## src/rtl/card_pkg.sv

```systemverilog
// Shared card types and constants for the blackjack hand stack.
// Provides card_value() for the optional hand sum (CARD_STACK_SUM_EN).
package card_pkg;

    localparam int CARD_W      = 8;
    localparam int STACK_DEPTH = 11;

    typedef logic [CARD_W-1:0] card_t;

    // Blackjack value of a card code: rank nibble, face ranks clamped to 10, ace counts 1.
    function automatic logic [3:0] card_value(input card_t c);
        return (c[3:0] > 4'd10) ? 4'd10 : c[3:0];
    endfunction

endpackage

```

## src/rtl/edge_detect.sv

```systemverilog
// Rising-edge pulse generator; pulse is high for the cycle where sig rises.
// The delayed copy clears on reset, so a level already high at release counts as an edge.
module edge_detect (
    input  logic clk,
    input  logic rst_n,
    input  logic sig,
    output logic pulse
);

    logic sig_q;

    always_ff @(posedge clk or negedge rst_n) begin
        if (!rst_n) sig_q <= 1'b0;
        else        sig_q <= sig;
    end

    assign pulse = sig & ~sig_q;

endmodule

```

## src/rtl/card_stack.sv

```systemverilog
// Ordered store of up to 11 card codes for one blackjack hand, pushed on rising save.
// Optional running hand_sum output enabled by defining CARD_STACK_SUM_EN.
module card_stack
    import card_pkg::*;
#(
    parameter int DEPTH = STACK_DEPTH,
    parameter int WIDTH = CARD_W
) (
    input  logic             clk_i,
    input  logic             rst_i,
    input  logic             save,
    input  logic [WIDTH-1:0] data_in,
    output logic [WIDTH-1:0] data_out_0,
    output logic [WIDTH-1:0] data_out_1,
    output logic [WIDTH-1:0] data_out_2,
    output logic [WIDTH-1:0] data_out_3,
    output logic [WIDTH-1:0] data_out_4,
    output logic [WIDTH-1:0] data_out_5,
    output logic [WIDTH-1:0] data_out_6,
    output logic [WIDTH-1:0] data_out_7,
    output logic [WIDTH-1:0] data_out_8,
    output logic [WIDTH-1:0] data_out_9,
    output logic [WIDTH-1:0] data_out_10,
`ifdef CARD_STACK_SUM_EN
    output logic [7:0]       hand_sum,
`endif
    output logic [3:0]       count,
    output logic             full
);

    localparam int CNT_W = $clog2(DEPTH + 1);

    logic                        push;
    logic                        wr_en;
    logic [CNT_W-1:0]            cnt;
    logic [DEPTH-1:0][WIDTH-1:0] slot;

    edge_detect u_save_edge (
        .clk   (clk_i),
        .rst_n (rst_i),
        .sig   (save),
        .pulse (push)
    );

    // Pushes into a full stack are silently dropped.
    assign wr_en = push && (cnt != CNT_W'(DEPTH));

    always_ff @(posedge clk_i or negedge rst_i) begin
        if (!rst_i)     cnt <= '0;
        else if (wr_en) cnt <= cnt + 1'b1;
    end

    // Each slot captures only when it is the next free one, so written slots never change.
    for (genvar k = 0; k < DEPTH; k++) begin : g_slot
        always_ff @(posedge clk_i or negedge rst_i) begin
            if (!rst_i)                          slot[k] <= '0;
            else if (wr_en && cnt == CNT_W'(k))  slot[k] <= data_in;
        end
    end

`ifdef CARD_STACK_SUM_EN
    logic [7:0] sum_q;

    always_ff @(posedge clk_i or negedge rst_i) begin
        if (!rst_i)     sum_q <= '0;
        else if (wr_en) sum_q <= sum_q + 8'(card_value(data_in));
    end

    assign hand_sum = sum_q;
`endif

    assign count       = 4'(cnt);
    assign full        = (cnt == CNT_W'(DEPTH));

    assign data_out_0  = slot[0];
    assign data_out_1  = slot[1];
    assign data_out_2  = slot[2];
    assign data_out_3  = slot[3];
    assign data_out_4  = slot[4];
    assign data_out_5  = slot[5];
    assign data_out_6  = slot[6];
    assign data_out_7  = slot[7];
    assign data_out_8  = slot[8];
    assign data_out_9  = slot[9];
    assign data_out_10 = slot[10];

endmodule

```

## config.mk

```make
export PLATFORM = sky130hd
export DESIGN_NAME = card_stack
export DESIGN_NICKNAME = d
export VERILOG_FILES = /design/src/rtl/card_pkg.sv /design/src/rtl/edge_detect.sv /design/src/rtl/card_stack.sv
export SDC_FILE = /design/constraint.sdc
export NUM_CORES = 1
export LEC_CHECK = 0
export CAP_MARGIN = 25
export CORE_ASPECT_RATIO = 1.4
export CORE_MARGIN = 2
export CORE_UTILIZATION = 43
export DETAILED_ROUTE_END_ITERATION = 10
export GPL_ROUTABILITY_DRIVEN = 0
export PLACE_DENSITY_LB_ADDON = 0.05
export SYNTH_ARGS = -nofsm -noshare
export SYNTH_HDL_FRONTEND = slang
export SYNTH_SLANG_ARGS = --single-unit
```

## constraint.sdc

```tcl
create_clock -name clk_i -period 1.55 [get_ports clk_i]
set_input_delay 0.465 -clock clk_i [delete_from_list [all_inputs] [get_ports clk_i]]
set_output_delay 0.465 -clock clk_i [all_outputs]
set_load 0.03 [all_outputs]
```

== Yosys cells after proc, flatten, opt, wreduce, memory -nomap -nowiden ==
Cells that the tools add are included.

* Bits of input ports: 11
* Logic and storage cells: 41
* Register bits: 93
* Output and inout port bits: 93

* Reductions and logical operators: 13
* Equal/unequal tests: 12
* Bitwise operators: 2
* Add/sub/neg operators: 1

{| class="wikitable"
|+ Operators by type and width
! operator !! count
|-
| $eq A4 B3 Y1 const B || 4
|-
| $eq A4 B4 Y1 const B || 4
|-
| $logic_and A1 B1 Y1 || 12
|-
| $eq A4 B2 Y1 const B || 2
|-
| $add A4 B1 Y4 const B || 1
|-
| $eq A4 B1 Y1 const B || 1
|-
| $logic_not A4 Y1 || 1
|-
| $ne A4 B4 Y1 const B || 1
|-
| $and A1 B1 Y1 || 1
|-
| $not A1 Y1 || 1
|}

== Depth between registers and ports, before layout ==
Gate-level depths: netlist (run 1).

* Depth after elaboration: 4
* Depth in mapped cells: 4
* Depth with buffers taken out: 4

== Modules after synthesis ==
From an unflattened synthesis (run 1), not the netlist that was laid out.

* Cell total of the unflattened synthesis: 225
* Area total of the unflattened synthesis: 3661.0 sq um

{| class="wikitable"
|+ By module, submodules not included
! module !! seq. area each (sq um) !! times used !! cells each !! area each (sq um)
|-
| card_stack || 2302.2 || 1 || 223 || 3622.2
|-
| edge_detect || 25.0 || 1 || 2 || 38.8
|}

== Least setup slack after synthesis (run 1) ==
No wires, ideal clock.

* Path kind: register to register
* Start point: register cnt[0] (netlist: count[0])
* End point: register cnt[1] (netlist: count[1])
* Required time: 1.425 ns
* Data arrival time: 1.632 ns
* Slack: -0.207 ns
* Period minus slack after synthesis: 1.757 ns
* Setup time: 0.125 ns
* Buffers on the path: 0
* Cell stages (with the launch flop): 5
* Cell sequence: dfrtp_1 -> ha_1 -> and3b_2 -> nand2b_1 -> mux2_2

* Cells in the longest elaborated chain, start to end: 2
* Elaborated cells on any way between the ends: 3
* Those cells by class: add/sub: 1; eq/ne: 1; reduce/logical: 1

{| class="wikitable"
|+ Ends and longest elaborated chain
! item !! line !! text
|-
| start: declaration || card_stack.sv:35 || <nowiki>logic [CNT_W-1:0] cnt;</nowiki>
|-
| start signal: assignment || card_stack.sv:50 || <nowiki>else if (wr_en) cnt <= cnt + 1'b1;</nowiki>
|-
| parallel branches: the longest is 2 deep, another holds $add A4 B1 Y4 || n/a ||
|}

Several ways; the timed one is not identified.
A chain may end at the register's enable or synchronous reset.

== Worst setup path in the final report (run 1) ==
* Start point: register cnt[1] (netlist: count[1])
* End point: output full

* Cells in the longest elaborated chain, start to end: 1

{| class="wikitable"
|+ Ends and longest elaborated chain
! item !! line !! text
|-
| $eq A4 B4 Y1 || card_stack.sv:73 || <nowiki>assign full = (cnt == CNT_W'(DEPTH));</nowiki>
|-
| end: declaration || card_stack.sv:28 || <nowiki>output logic full</nowiki>
|}

Every way passes these cells.

==> summary.txt, run 1 <==
Status
  • Status: finished with violations
  • Failing checks: negative setup slack

Die
  • CORE AREA: a little under 9000 sq um
  • Die footprint: 9764 sq um
  • Die W: 84.09 um
  • Top-Level Pins: around 100
  • Die Y: approximately 120 um
  • Row count: 40
  • Initial Util: 0.4460

Layout
  • Antenna Cells: 0
  • Final cell count without fillers: 462
  • Layout cells sized above 1: 0.6471
  • # nets final: 370
  • Fillcell total: 703
  • Area growth, synth to finish: 39.60%

Drt
  • Via/cell ratio: about 4.9
  • Antenna Violating Nets Remaining: 0
  • Top routing layer used: met4
  • Post-DR wirelength/cell: 18.86 um
  • Final WL: 8712 um
  • Routed wl met2: roughly 4600 um
  • Via Count: ~2300
  • DR WL met3: approximately 420 um
  • DR pass1 iterations: 4
  • Met1 wire length: 3538 um
  • DRC Markers: 0
  • DR iter-0 viols: 49

Min path
  • Hold Path Class: input pin to register

Place
  • Place WS: -593.3 ps
  • Hpwl dp: 5970 um
  • Dpl cells: 442
  • IO buf count: 103

Critical path
  • Worst setup EP type: output port
  • Crit path kind: register to output port
  • CP Launch Type: register
  • Crit path DAT: 1270 ps
  • CP Data Required Time: 1080 ps
  • CP Max Fanout: 2

Run
  • Max Cap Violations: 0

Power and ir drop
  • Leak pwr: 2.737 nW
  • Pwr dens: approximately 2400 nW/um^2
  • Worst VDD drop: about 1200 uV

Yosys
  • Ys Warns: 0
  • Yosys reg bits: 93
  • Yosys cell types: 20
  • Post-synth net total: ~240
  • Syn_area_per_cell: 17.47 sq um
  • Sequential-to-total area share from yosys stat: 0.6027
  • Cells after Synth: between 200 and 250
  • Mapped cell area: 3861 sq um

Clock network
  • CTS tree: yes
  • Worst-path clk slew: around 60 ps
  • Clock H-tree levels: 3
  • Clock root cell: clkbuf_16
  • # clock sinks: a little over 90
  • Worst-skew pair later-pin latency: 330 ps
  • Number of buffers created by CTS: 9
  • Longest Clk Path Bufs: 2

Timing
  • Final cycle utilization of the critical path: 1.120
  • Worst slew margin: 0.7871
  • Final hold viol count: 0
  • Max Freq: 0.5760 GHz
  • Post-route setup slack: -186.2 ps
  • Post-route minimum period: roughly 1700 ps
  • Worst Clk Skew: around 9.5 ps
  • RSZ-0062 raised after global routing: yes
  • Worst-margin pin slew: 319.3 ps
  • Final setup fails: 31
  • Max Slew Vio Count: 0

Global routing
  • Pin count of the biggest net entering global routing: 33
  • First-pass GRT wire length: 13720 um
  • Total GRT Usage: 0.1882
  • Initial antenna violation count: 0
  • Grt ovf: 0
  • Vias in the first global route: 2476
[worst paths after layout]
path | startpoint | depth (start not counted) | endpoint | slack [ps]
max in group asynchronous | rst_i | 3 | data_out_8[6] | 540
hold / removal | save | 1 | u_save_edge.sig_q | 480
hold reg to reg | data_out_2[2] | 1 | data_out_2[2] | 500
setup reg to reg | count[3] | 5 | data_out_7[2] | -10
min in group asynchronous | rst_i | 2 | data_out_7[7] | 490
setup / recovery | count[1] | 3 | full | -190
[per-stage QoR]
| stage | power, W | instance area (sq um) | utilization | setup TNS (ps) | hold WS [ps] |
|---|---|---|---|---|---|
| 3_3_place_gp | 0.01103 | 5204 | 0.6010 | -40040 | 294.4 |
| 6_report | 0.01270 | 5390 | 0.6225 | -526.5 | 480.0 |
| 2_1_floorplan | 0.008109 | 3886 | - | -719.7 | 169.4 |
| 4_1_cts | 0.01294 | 5580 | 0.6445 | -1424 | 474.2 |
| 3_5_place_dp | 0.01113 | 5204 | 0.6010 | -44620 | 292.5 |
| 5_1_grt | 0.01334 | 5390 | 0.6225 | -2567 | 475.1 |
[layout make-up]
class                      count  area [sq um]  area share
sequential                    93          2332      0.4327
multi-input combinational    117          1599      0.2967
timing repair buffer         131          1039      0.1927
clock buffer                  12         246.5     0.04573
tap                          105         131.4     0.02437
clock inverter                 2         35.03    0.006500
inverter                       2         7.507    0.001393
[cells in the final DEF (no fill, tap or decap), drive strengths merged, types with 2 or more instances in the layout]
cell | Yosys | routed
nand3b | 3 | 3
clkdlybuf4s15 | 0 | 26
clkbuf | 0 | 70
clkdlybuf4s50 | 0 | 8
nand2 | 9 | 9
mux2 | 90 | 90
xnor2 | 2 | 2
inv | 2 | 2
ha | 5 | 5
buf | 1 | 37
dfrtp | 93 | 93
[synthesized netlist by cell type]
| library cell | n | share of area |
|---|---|---|
| and3b_2 | 1 | 0.0026 |
| and4bb_4 | 1 | 0.0042 |
| buf_6 | 1 | 0.0029 |
| dfrtp_1 | 93 | 0.60 |
| dlygate4sd1_1 | 8 | 0.018 |
| ha_1 | 5 | 0.016 |
| inv_1 | 2 | 0.0019 |
| mux2_2 | 58 | 0.17 |
| mux2_4 | 32 | 0.12 |
| nand2_1 | 1 | 0.00097 |
| nand2_2 | 4 | 0.0065 |
| nand2_8 | 4 | 0.021 |
| nand2b_1 | 1 | 0.0016 |
| nand3b_2 | 3 | 0.0087 |
| nand4_1 | 1 | 0.0016 |
| nor2_1 | 1 | 0.00097 |
| nor2b_1 | 1 | 0.0016 |
| nor4b_4 | 1 | 0.0062 |
| nor4bb_2 | 1 | 0.0042 |
| xnor2_1 | 2 | 0.0045 |
[where the power goes]
| group | switching, W | total [W] | internal, W |
|---|---|---|---|
| sequential | 0.000673 | 0.00422 | 0.00355 |
| clock | 0.000824 | 0.00210 | 0.00127 |
| combinational | 0.00367 | 0.00638 | 0.00271 |
| total | 0.00517 | 0.0127 | 0.00753 |
[logic make-up (layout without fill, tap and decap cells)]
family        count (synthesis)  in the layout  synth area share
mux                          90             90            0.2936
fa+ha+maj                     5              5           0.01620
buf+inv                      11            147           0.02301
flops                        93             93            0.6027
simple gates                 20             20           0.05995
xor+xnor                      2              2          0.004537
[per-layer routing]
metal / GRT usage / up-vias
met3: 0.04028 / 12
met2: 0.3196 / 64
met5: 0 / -
met1: 0.2341 / 1160
met4: 0.08065 / 0
li1: - / 1042
[timing repair]
action / 4_1_cts / 5_1_grt
pin swaps: 4 / 3
endpoints found under the setup margin: 176 / 148
endpoints found under the hold margin: 4 / 0
hold buffers: 1 / 0
setup buffers: 5 / 1
resized for setup: 169 / 90
[worst max-delay path, cell delays in order (launching register included)]
cell,delay (ps)
dfrtp_2,420
ha_4,170
and3b_2,210
buf_6,140
(Power assumes the default switching activity.)
==> run 2, diff against run 1 <==
--- a/config.mk
+++ b/config.mk
@@ -9,6 +9,7 @@
 export CORE_ASPECT_RATIO = 1.4
 export CORE_MARGIN = 2
 export CORE_UTILIZATION = 43
+export CTS_CLUSTER_SIZE = 20
 export DETAILED_ROUTE_END_ITERATION = 10
 export GPL_ROUTABILITY_DRIVEN = 0
 export PLACE_DENSITY_LB_ADDON = 0.05
==> results of run 2 <==
The final DEF is identical to that of run 1; final timing and power are the same.
==> run 3, diff against run 2 <==
--- a/config.mk
+++ b/config.mk
@@ -8,11 +8,12 @@
 export CAP_MARGIN = 25
 export CORE_ASPECT_RATIO = 1.4
 export CORE_MARGIN = 2
-export CORE_UTILIZATION = 43
+export CORE_UTILIZATION = 40
+export CTS_CLUSTER_DIAMETER = 60
 export CTS_CLUSTER_SIZE = 20
 export DETAILED_ROUTE_END_ITERATION = 10
 export GPL_ROUTABILITY_DRIVEN = 0
-export PLACE_DENSITY_LB_ADDON = 0.05
+export PLACE_DENSITY = 0.78
 export SYNTH_ARGS = -nofsm -noshare
 export SYNTH_HDL_FRONTEND = slang
 export SYNTH_SLANG_ARGS = --single-unit
==> run 3 against run 2 <==
Compared with the run above: the run still ends with negative setup slack left; sequential cell count stayed put; via count is 0.83% higher; worst setup slack worse by 14 ps; register-to-register slack worse by 30 ps; largest power group unchanged.
==> summary.txt, run 3 (synthesis results as in run 1) <==
Layout
  • Antenna Cells: 0
  • # nets final: between 300 and 400
  • Layout cells sized above 1: 0.6722
  • Area growth, synth to finish: 46.86%
  • Layout Utilization: 0.6028
  • Commonest non-fill, non-tap cells in the layout: dfrtp_1 (89), mux2_2 (58), clkbuf_2 (38)
  • Fin area: 5670 sq um
  • Fillcell total: 700
  • Leading cell type in the layout, fill and taps excluded: dfrtp_1

Clock network
  • CTS tree: yes
  • Number of buffers created by CTS: 9
  • Worst-path clk slew: 60 ps
  • Clock root cell: clkbuf_16
  • Clock H-tree levels: 3
  • Longest Clk Path Bufs: 2
  • Worst-skew pair later-pin latency: 340 ps
  • # clock sinks: 93

Die
  • Die W: 87.04 um
  • Initial Util: 0.4105
  • Die Y: about 120 um
  • CORE AREA: 9407 sq um
  • Die footprint: 10470 sq um
  • Row count: 42
  • Top-Level Pins: 104

Global routing
  • Grt ovf: 0
  • Initial antenna violation count: 0
  • Pin count of the biggest net entering global routing: 40
  • Vias in the first global route: 2437
  • First-pass GRT wire length: 14130 um
  • Total GRT Usage: 0.1850

Timing
  • Post-route setup slack: -199.8 ps
  • RSZ-0062 raised after global routing: yes
  • Max Slew Vio Count: 0
  • Worst slew margin: 0.7954
  • Post-route minimum period: 1750 ps
  • Worst Clk Skew: between 3 and 4 ps
  • Final cycle utilization of the critical path: 1.129
  • Final hold viol count: 0
  • Max Freq: 0.5715 GHz
  • Worst-margin pin slew: 308.2 ps
  • Final setup fails: 58

Power and ir drop
  • Worst VDD drop: 1251 uV
  • Pwr dens: 2381 nW/um^2
  • Leak pwr: 2.798 nW

Drt
  • Via/cell ratio: between 4 and 5
  • Final WL: 9177 um
  • DR iter-0 viols: 77
  • DR pass1 iterations: 4
  • DRC Markers: 0
  • Antenna Violating Nets Remaining: 0
  • Via Count: 2297
  • Post-DR wirelength/cell: 19.53 um

Critical path
  • CP Max Fanout: 4
  • FF-to-FF setup slack: -40 ps
  • CP max-delay cell: dfrtp_2
  • Crit path DAT: 1280 ps
  • CP top delay family: buffers and inverters
  • CP Launch Type: register
  • Reg2reg end: data_out_5[5]
  • Critical path's largest stage delay: 430 ps
  • CP bufs+invs: 4
  • Worst setup EP type: output port
  • Cell mode on critical path: buf_6
  • CP Cell Sequence: buf_4, buf_8, buf_6, buf_6
  • Worst reg2reg path startpoint: count[1]
  • Worst R2R Path Depth: 7
  • Crit path kind: register to output port
  • CP Data Required Time: 1080 ps

Min path
  • HP Start: save
  • Hold EP: u_save_edge.sig_q
  • Hold depth: 1
  • Hold Path Class: input pin to register

Place
  • Placed cell areas: 5315 sq um
  • IO buf count: between 100 and 150
  • Hpwl dp: 6372 um

Status
  • Failing checks: negative setup slack
  • Status: finished with violations

Run
  • Max Cap Violations: 0
==> run 3: power breakdown <==
group	leakage (nW)	internal (W)	switching (W)
logic	1.48	0.00332	0.00380
registers	1.18	0.00355	0.000776
clock network	0.139	0.00121	0.000839
==> run 3: layout make-up <==
cell class | count | area (sq um) | area share
Clock buffer | 14 | 274.0 | 0.04832
Clock inverter | 1 | 5.005 | 0.0008826
Inverter | 2 | 12.51 | 0.002207
Multi-Input combinational cell | 117 | 1605 | 0.2831
Sequential cell | 93 | 2332 | 0.4113
Tap cell | 110 | 137.6 | 0.02427
Timing Repair Buffer | 133 | 1304 | 0.2299
==> run 3: routing by layer <==
| layer | share of wire | vias to the layer above | global-route usage |
|---|---|---|---|
| li1 | - | 1047 | - |
| met1 | 0.40 | 1186 | 0.2254 |
| met2 | 0.54 | 49 | 0.3149 |
| met3 | 0.026 | 15 | 0.02253 |
| met4 | 0.028 | 0 | 0.09863 |
| met5 | 0 | - | 0 |
==> run 3: stage by stage <==
step | setup slack (ps) | setup TNS [ps] | total power, W | hold WS (ps) | cells
after floorplan | -31.85 | -719.7 | 0.008109 | 169.4 | 221
after CTS | -190.1 | -1339 | 0.01350 | 453.4 | 468
final | -199.8 | -1417 | 0.01350 | 478.0 | 470
after global routing | -232.3 | -4536 | 0.01405 | 487.5 | 470
after global placement | -545.4 | -40950 | 0.01141 | 336.4 | 447
after detailed placement | -565.3 | -42340 | 0.01158 | 339.8 | 447
==> run 3: repair_timing <==
| action | in CTS | in global routing |
|---|---|---|
| hold buffers | 1 | 0 |
| gates resized for setup | 178 | 59 |
| hold endpoints to repair | 11 | 0 |
| pin swaps | 6 | 6 |
| endpoints found under the setup margin | 164 | 130 |
| cloned | 0 | 0 |
| setup buffers | 5 | 2 |
==> run 3: how the worst max path moves through the flow <==
stage / startpoint / to / slack, ps / cells after the start
2_1_floorplan: count[0] / data_out_10[0] / -30 / 4
3_3_place_gp: save / data_out_6[6] / -550 / 5
3_5_place_dp: save / data_out_6[4] / -570 / 5
4_1_cts: count[1] / full / -190 / 3
5_1_grt: count[1] / full / -230 / 3
6_report: count[1] / count[1] / -200 / 4
==> run 3: worst reg2reg max path: stages, from the launching register on <==
cell and delay (ps):
dfrtp_2 430, buf_4 140, buf_8 130, inv_6 70, ha_4 190, buf_6 130, nand2_8 80, mux2_4 310
